==> src/rtl/result_drain.sv <==
// result_drain: streams rows of a results SRAM out as one signed lane per ready/valid beat.
module result_drain #(
  parameter int ADDRESSSIZE    = 10,
  parameter int PARTIAL_SUM_BW = 24,
  parameter int MATRIX_SIZE    = 32
) (
  input  logic                                   clk,
  input  logic                                   rst,
  input  logic                                   start,
  input  logic [ADDRESSSIZE-1:0]                 row_count,
  output logic                                   sram_rd_en,
  output logic [ADDRESSSIZE-1:0]                 sram_rd_address,
  input  logic [PARTIAL_SUM_BW*MATRIX_SIZE-1:0]  sram_rd_data,
  output logic [PARTIAL_SUM_BW-1:0]              out_data,
  output logic                                   out_valid,
  input  logic                                   out_ready,
  output logic                                   out_row_end,
  output logic                                   out_last,
  output logic                                   busy,
  output logic                                   done
);
  localparam int LW = MATRIX_SIZE > 1 ? $clog2(MATRIX_SIZE) : 1;
  typedef enum logic [2:0] {IDLE, RD, LD, SEND, DONE} state_t;
  state_t                              state;
  logic [ADDRESSSIZE-1:0]              row, count;
  logic [LW-1:0]                       lane;
  logic [PARTIAL_SUM_BW*MATRIX_SIZE-1:0] lanes;
  logic [ADDRESSSIZE:0]                row_next;
  logic                                lane_last;
  // one extra bit so row+1 never wraps when row_count is at its maximum
  assign row_next    = {1'b0, row} + 1'b1;
  assign lane_last   = lane == LW'(MATRIX_SIZE - 1);
  assign out_data    = out_valid ? lanes[lane*PARTIAL_SUM_BW +: PARTIAL_SUM_BW] : '0;
  assign out_row_end = out_valid && lane_last;
  assign out_last    = out_row_end && row == count - 1'b1;
  always_ff @(posedge clk) begin
    if (rst) begin
      state           <= IDLE;
      row             <= '0;
      count           <= '0;
      lane            <= '0;
      lanes           <= '0;
      sram_rd_en      <= 1'b0;
      sram_rd_address <= '0;
      out_valid       <= 1'b0;
      busy            <= 1'b0;
      done            <= 1'b0;
    end else begin
      sram_rd_en <= 1'b0;
      done       <= 1'b0;
      case (state)
        IDLE: if (start) begin
          count <= row_count;
          row   <= '0;
          busy  <= 1'b1;
          if (row_count != '0) begin
            state           <= RD;
            sram_rd_en      <= 1'b1;
            sram_rd_address <= '0;
          end else begin
            state <= DONE;
            done  <= 1'b1;
          end
        end
        RD: state <= LD;
        LD: begin
          lanes     <= sram_rd_data;
          lane      <= '0;
          out_valid <= 1'b1;
          state     <= SEND;
        end
        SEND: if (out_ready) begin
          lane <= lane + 1'b1;
          if (lane_last) begin
            out_valid <= 1'b0;
            if (row_next < {1'b0, count}) begin
              row             <= row_next[ADDRESSSIZE-1:0];
              sram_rd_en      <= 1'b1;
              sram_rd_address <= row_next[ADDRESSSIZE-1:0];
              state           <= RD;
            end else begin
              done  <= 1'b1;
              state <= DONE;
            end
          end
        end
        DONE: begin
          busy  <= 1'b0;
          state <= IDLE;
        end
        default: state <= IDLE;
      endcase
    end
  end
endmodule

==> config.mk <==
export PLATFORM = sky130hd
export DESIGN_NAME = result_drain
export DESIGN_NICKNAME = d
export VERILOG_FILES = /design/src/rtl/result_drain.sv
export SDC_FILE = /design/constraint.sdc
export NUM_CORES = 2
export LEC_CHECK = 0
export BUFFER_PORTS_ARGS = -buffer_cell sky130_fd_sc_hd__buf_2
export CAP_MARGIN = 20
export CORE_AREA = 2 2 323 325
export DETAILED_ROUTE_END_ITERATION = 10
export DIE_AREA = 0 0 325 327
export GPL_ROUTABILITY_DRIVEN = 1
export PLACE_DENSITY = 0.56
export SYNTH_ARGS = -nofsm -noshare
export SYNTH_HDL_FRONTEND = slang
export SYNTH_SLANG_ARGS = --single-unit
==> constraint.sdc <==
create_clock -name clk -period 3.2 [get_ports clk]
set_input_delay 0.32 -clock clk [delete_from_list [all_inputs] [get_ports clk]]
set_output_delay 0.32 -clock clk [all_outputs]
set_load 0.005 [all_outputs]
# After elaboration in Yosys (flattened, before gate mapping)
# Cells that the tools add are included.
[word_totals]
elab_cells = 75
input_bits = 782
regBits = 810
[op_classes]
n_lt_le_gt_ge = 1
n_mux = 34
n_addsub = 3
reduce_logical = 14
mul = 1
n_shift = 1
n_eq_ne = 11
[ops]
columns = ["cell", "n"]
rows = [
  ["768-bit by 11-bit variable part select with 24-bit output", 1],
  ["10-bit 2-to-1 mux", 6],
  ["10-bit one-hot mux with 2 select lines", 2],
  ["24-bit 2-to-1 mux", 1],
  ["3-bit 2-to-1 mux", 5],
  ["1-bit 2-to-1 mux", 13],
  ["3-bit one-hot mux with 4 select lines", 1],
  ["10-bit by 1-bit adder with 11-bit output (second input constant)", 1],
  ["11-bit by 10-bit less-than comparator with 1-bit output", 1],
  ["10-bit equality test", 1],
  ["2-bit != test (second input constant)", 5],
  ["5-bit one-hot mux with 2 select lines", 1],
  ["10-bit nonzero test", 1],
  ["10-bit by 1-bit subtractor with 10-bit output (second input constant)", 1],
  ["1-bit one-hot mux with 2 select lines", 4],
  ["5-bit by 2-bit multiplier with 7-bit output (second input constant)", 1],
  ["3-bit by 2-bit equality test with 1-bit output (second input constant)", 2],
  ["2-bit AND reduction", 3],
  ["3-bit AND reduction", 2],
  ["6-bit AND reduction", 1],
  ["2-bit nonzero test", 3],
  ["5-bit by 1-bit adder with 5-bit output (second input constant)", 1],
  ["5-bit equality test (second input constant)", 1],
  ["5-bit 2-to-1 mux", 1],
  ["5 further kinds", 6],
]

# Logic depth before layout (Yosys ltp)
[logic_depth]
word_depth = 6
mapped_depth = 12
depth_no_buf = 11

# Worst setup path after synthesis
# Ideal clock, no wire load.
[synth_timing]
path_type = "flip-flop to flip-flop"
startpoint = "register row[0]"
endpoint = "register sram_rd_address[2]"
synth_period_minus_slack_ns = 2.631
required_ns = 3.128
path_buffers = 1
slack_ns = 0.569
t_arrival_ns = 2.559
setup_ns = 0.072
stages_incl_launch_ff = 12
path_cell_list = "dfxtp_1 -> ha_1 -> nand3_1 -> xor2_1 -> inv_1 -> ha_1 -> a21oi_1 -> o21ai_1 -> o2111ai_1 -> a21o_1 -> clkbuf_1 -> mux2i_1"
[synth_via]
elab_chain_cells = 5
elab_cells_between_ends = 8
classes_between = "1 x add/sub; 1 x order compare; 1 x eq/ne; 4 x mux; 1 x reduce/logical"
[synth_lines]
columns = ["element", "line_no", "text"]
rows = [
  ["from (decl)", "25", "logic [ADDRESSSIZE-1:0] row, count;"],
  ["from (signal assigned)", "77", "row <= row_next[ADDRESSSIZE-1:0];"],
  ["10-bit by 1-bit adder with 11-bit output *", "31", "assign row_next = {1'b0, row} + 1'b1;"],
  ["parallel branches: the longest is 4 deep, another holds 11-bit by 10-bit less-than comparator with 1-bit output", "-", ""],
  ["to (signal assigned)", "79", "sram_rd_address <= row_next[ADDRESSSIZE-1:0];"],
  ["to (decl)", "12", "output logic [ADDRESSSIZE-1:0] sram_rd_address,"],
]
# Every way passes the cells marked *. The select of a mux whose other input is x is not followed.
# A chain may end at the register's enable or synchronous reset.

# Worst setup path after layout
[layout_timing]
startpoint = "register lane[0]"
endpoint = "output port out_data[12]"
[layout_via]
elab_chain_cells = 3
[layout_lines]
columns = ["element", "line_no", "text"]
rows = [
  ["from (decl)", "26", "logic [LW-1:0] lane;"],
  ["from (signal assigned)", "73", "lane <= lane + 1'b1;"],
  ["5-bit by 2-bit multiplier with 7-bit output", "33", "assign out_data = out_valid ? lanes[lane*PARTIAL_SUM_BW +: PARTIAL_SUM_BW] : '0;"],
  ["768-bit by 11-bit variable part select with 24-bit output", "33", ""],
  ["24-bit 2-to-1 mux", "33", ""],
  ["to (decl)", "14", "output logic [PARTIAL_SUM_BW-1:0] out_data,"],
]
# No other way between the ends.

==> flow_results.xml <==
<?xml version="1.0" encoding="UTF-8"?>
<metrics>
  <group name="worst_setup_path">
    <metric name="critical_path_arrival" unit="ps">3110</metric>
    <metric name="critPathCaptureType" unit="">primary output</metric>
    <metric name="worst_setup_path_startpoint" unit="">lane[0]</metric>
    <metric name="crit_fanout" unit="">5</metric>
    <metric name="worstSetupStartpointType" unit="">register</metric>
    <metric name="setup.reg_to_reg.worst_slack" unit="ps">220</metric>
    <metric name="r2r-end" unit="">row[0]</metric>
    <metric name="r2r_cells" unit="">11</metric>
    <metric name="path_class" unit="">reg2out</metric>
    <metric name="required_worst_endpoint" unit="ps">2880</metric>
    <metric name="worst_r2r_startpoint" unit="">row[3]</metric>
    <metric name="worstSetupEndpoint" unit="">out_data[12]</metric>
  </group>
  <group name="layout">
    <metric name="final_cells" unit="">6853</metric>
    <metric name="register_area" unit="sq mm">0.01623</metric>
    <metric name="mostFrequentLayoutCell" unit="">nand2_1</metric>
    <metric name="filler_cell_count" unit="">9626</metric>
    <metric name="number_of_nets_in_the_layout" unit="">6187</metric>
    <metric name="post_route_cells_drive_above_1_share" unit="%">25.14</metric>
    <metric name="final_cell_mix" unit="">nand2_1 (1,570), dfxtp_1 (806), buf_2 (804), a21oi_1 (791), dlygate4sd3_1 (734)</metric>
    <metric name="synthToLayoutAreaGrowth" unit="%">49.94</metric>
    <metric name="multi_input_area" unit="sq mm">0.01678</metric>
  </group>
  <group name="logic_synthesis">
    <metric name="yosys.area_share.adder" unit="%">0.5110</metric>
    <metric name="yosysUniqueCellTypes" unit="">50</metric>
    <metric name="ys_dominant_reg_cell" unit="">dfxtp_1</metric>
    <metric name="async_set_or_reset_flop_fraction_in_the_synthesized_netlist" unit="%">0</metric>
    <metric name="netlist_area" unit="sq mm">0.03428</metric>
    <metric name="synth.net_count" unit="">4736</metric>
    <metric name="main_combinational_cell_family_by_area_after_synthesis" unit="">simple AND/OR/NAND/NOR gates</metric>
    <metric name="synth_compound_area_share" unit="%">13.03</metric>
    <metric name="yosysWarningCount" unit="">0</metric>
    <metric name="postSynthCellCount" unit="">3940</metric>
    <metric name="portion_of_the_post_synthesis_area_used_by_sequential_elements" unit="%">47.30</metric>
    <metric name="synth-xor-area-share" unit="%">0.5365</metric>
    <metric name="syn_avg_cell_area" unit="sq um">8.701</metric>
    <metric name="synth_enable_flop_cells" unit="">0</metric>
    <metric name="synth_mux_area_share" unit="%">15.89</metric>
    <metric name="synth.ff_latch_count" unit="">810</metric>
    <metric name="synth_simple_gate_area_share" unit="%">18.44</metric>
  </group>
  <group name="status">
    <metric name="result_of_the_run" unit="">finished with violations</metric>
    <metric name="violations_in_the_final_reports" unit="">negative setup slack</metric>
  </group>
  <group name="sta">
    <metric name="timing.final.hold_violations" unit="">0</metric>
    <metric name="unrepaired_setup_endpoints_after_global_routing" unit="">yes</metric>
    <metric name="timing.max_slew.rel_slack" unit="%">41.18</metric>
    <metric name="timing.final.ws_setup" unit="ps">-231.5</metric>
    <metric name="worst_pin_slew" unit="ps">882.3</metric>
    <metric name="max_freq" unit="GHz">0.2914</metric>
    <metric name="clock-skew-final" unit="ps">17.78</metric>
    <metric name="finalMaxSlewViolations" unit="">0</metric>
    <metric name="timing.final.setup_violations" unit="">25</metric>
    <metric name="fin_setup_tns" unit="ps">-4140</metric>
    <metric name="final.min_clock_period" unit="ps">3431</metric>
    <metric name="layout_worst_path_cycle_share" unit="%">107.2</metric>
  </group>
  <group name="route">
    <metric name="drtAntennaViolNets" unit="">0</metric>
    <metric name="avgViaCountPerCell" unit="">5.267</metric>
    <metric name="via_count" unit="">36093</metric>
    <metric name="drt_iter0_markers" unit="">3496</metric>
    <metric name="drt-wirelength-per-cell" unit="um">25.88</metric>
    <metric name="postRouteWirelength" unit="mm">177.4</metric>
    <metric name="firstDrtPassIters" unit="">6</metric>
    <metric name="remaining_drc_errors" unit="">0</metric>
  </group>
  <group name="placement">
    <metric name="placement.io_buffers" unit="">821</metric>
    <metric name="hpwl" unit="mm">132.9</metric>
    <metric name="gp_congestion" unit="">0.9700</metric>
    <metric name="place_inst" unit="">5907</metric>
  </group>
  <group name="power">
    <metric name="power.sequential.fraction" unit="%">41.7</metric>
    <metric name="clock_power_share" unit="%">36.6</metric>
    <metric name="switchingPower" unit="W">0.009148</metric>
    <metric name="vdd_drop_max" unit="mV">0.4508</metric>
    <metric name="power.share.switching" unit="%">31.30</metric>
    <metric name="share_of_total_power_in_combinational_logic" unit="%">21.7</metric>
    <metric name="total_internal_power" unit="W">0.02008</metric>
    <metric name="leakagePower" unit="nW">19.73</metric>
    <metric name="power_density" unit="mW/mm^2">568.6</metric>
    <metric name="total_power" unit="W">0.02923</metric>
  </group>
  <group name="grt">
    <metric name="grt.total_usage" unit="%">32.08</metric>
    <metric name="grt_util_met2" unit="%">52.98</metric>
    <metric name="grt_use_met3" unit="%">7.842</metric>
    <metric name="grt-busiest-layer" unit="">met2</metric>
    <metric name="grt_start_max_net_pins" unit="">160</metric>
    <metric name="first_pass_grt_wire_length" unit="mm">246.3</metric>
    <metric name="antenna_found_initial" unit="">27</metric>
    <metric name="met1_usage" unit="%">37.24</metric>
    <metric name="first_global_vias" unit="">35654</metric>
    <metric name="grt.overflow.total" unit="">0</metric>
  </group>
  <group name="clocking">
    <metric name="cts.path.max_buffers" unit="">3</metric>
    <metric name="cts.sinks" unit="">810</metric>
    <metric name="clk_latency" unit="ps">680</metric>
    <metric name="tritoncts.num_buffers" unit="">90</metric>
    <metric name="cts_max_level" unit="">3</metric>
    <metric name="tritoncts" unit="">done</metric>
    <metric name="root_buffer" unit="">clkbuf_16</metric>
    <metric name="clkTransAtPathRegs" unit="ps">60</metric>
  </group>
  <group name="floorplan">
    <metric name="chipWidth" unit="um">325</metric>
    <metric name="die_height" unit="um">327</metric>
    <metric name="initial_core_util" unit="%">33.31</metric>
    <metric name="fp-row-count" unit="">118</metric>
    <metric name="design.portCount" unit="">822</metric>
    <metric name="placeableCoreArea" unit="sq mm">0.1029</metric>
    <metric name="total_die_area" unit="sq mm">0.1063</metric>
  </group>
  <group name="flow_run">
    <metric name="cap_viol_max_count" unit="">0</metric>
  </group>
  <group name="hold_path">
    <metric name="hold_path_class" unit="">in2reg</metric>
  </group>
</metrics>
per-layer routing:
metal  routed length [um]  vias to the layer above  share of wire (%)
li1                     -                    16281                  -
met1                66270                    17304                 37
met2                82960                     1907                 47
met3                14650                      583                8.3
met4                13360                       18                7.5
met5                  126                        -              0.071
critical path, stage by stage (launching register included):
cell	delay (ps)
dfxtp_4	430
buf_12	140
buf_16	120
buf_12	100
mux4_2	540
mux4_2	630
a22o_4	330
buf_6	120
Yosys cell counts (all sizes together) (2+ instances only):
library cell | count | area [sq um]
xnor2 | 11 | 96.34
nor3b | 2 | 15.01
dfxtp | 810 | 16220
nand3b | 3 | 22.52
ha | 14 | 175.2
a211o | 2 | 17.52
nand3 | 7 | 35.03
mux2i | 3 | 30.03
inv | 23 | 86.33
a31oi | 3 | 18.77
nor4 | 5 | 31.28
nand2b | 4 | 25.02
a22o | 29 | 254.0
nor3 | 7 | 35.03
nor2 | 14 | 52.55
mux4 | 240 | 5405
and3 | 10 | 62.56
xor2 | 10 | 87.58
nand4 | 5 | 31.28
clkbuf | 259 | 972.2
o32ai | 7 | 61.31
nand2 | 1570 | 5893
a21o | 3 | 22.52
a211oi | 2 | 15.01
nor4b | 3 | 26.28
a21oi | 792 | 3968
o21ai | 4 | 20.02
o2bb2ai | 3 | 26.28
buf | 74 | 415.4
and2 | 4 | 25.02
nor2b | 3 | 18.77
sequential cells by signal, summed over array words and instances (netlist names):
signal and flops:
row 10, done 1, lanes 768, sram_rd_en 1, count 10, out_valid 1, lane 5, sram_rd_address 10
busy 1, state 3
worst min-delay path by stage:
stage,endpoint,slack [ps],start,depth (start not counted)
global placement,lanes[433],440,lanes[433],2
CTS,lanes[575],0.3,sram_rd_data[575],3
finish,lanes[699],2,sram_rd_data[699],3
detailed placement,lanes[356],440,lanes[356],2
global route,lanes[704],9,sram_rd_data[704],3
floorplan,lanes[144],430,lanes[144],2
cells by family after synthesis:
kind of cell | count (synthesis)
AOI/OAI and AO/OA | 852
adders and majority gates | 14
muxes | 244
and+or+nand+nor | 1643
xor gates and xnor gates | 21
DFF | 810
buffers and inverters | 356
stage by stage:
step           utilization, %  hold slack (ps)  cell area [sq um]  setup WS, ps
6_report                49.95            1.971              51400        -231.5
5_1_grt                 49.94            8.844              51390        -281.0
4_1_cts                 49.67           0.3193              51110        -264.0
3_5_place_dp            38.81            444.4              39930         262.2
3_3_place_gp            38.81            438.8              39930         245.7
2_1_floorplan               -            433.1              34280         568.8
what timing repair did:
item                                    in CTS  in global routing
resized for setup                           71                 14
setup buffers                               17                  9
gates cloned                                 9                  6
pin swaps                                   17                  8
hold buffers                               732                  2
endpoints found under the hold margin      732                  2
endpoints found under the setup margin      25                 25
power by group through the flow:
stage               sequential, W  clock, W  combinational [W]
floorplan                  0.0117         0            0.00322
global placement           0.0124         0            0.00526
detailed placement         0.0124         0            0.00531
CTS                        0.0121    0.0108            0.00620
global route               0.0122    0.0112            0.00679
finish                     0.0122    0.0107            0.00634
layout make-up:
| type | count | share of cell area, % |
|---|---|---|
| Antenna cell | 16 | 0.07789 |
| Clock buffer | 121 | 4.983 |
| Clock inverter | 37 | 0.9201 |
| Inverter | 23 | 0.1680 |
| Multi-Input combinational cell | 2774 | 32.64 |
| Sequential cell | 810 | 31.58 |
| Tap cell | 1380 | 3.359 |
| Timing Repair Buffer | 1692 | 26.27 |
No activity file was read; power rests on OpenSTA's default activity.
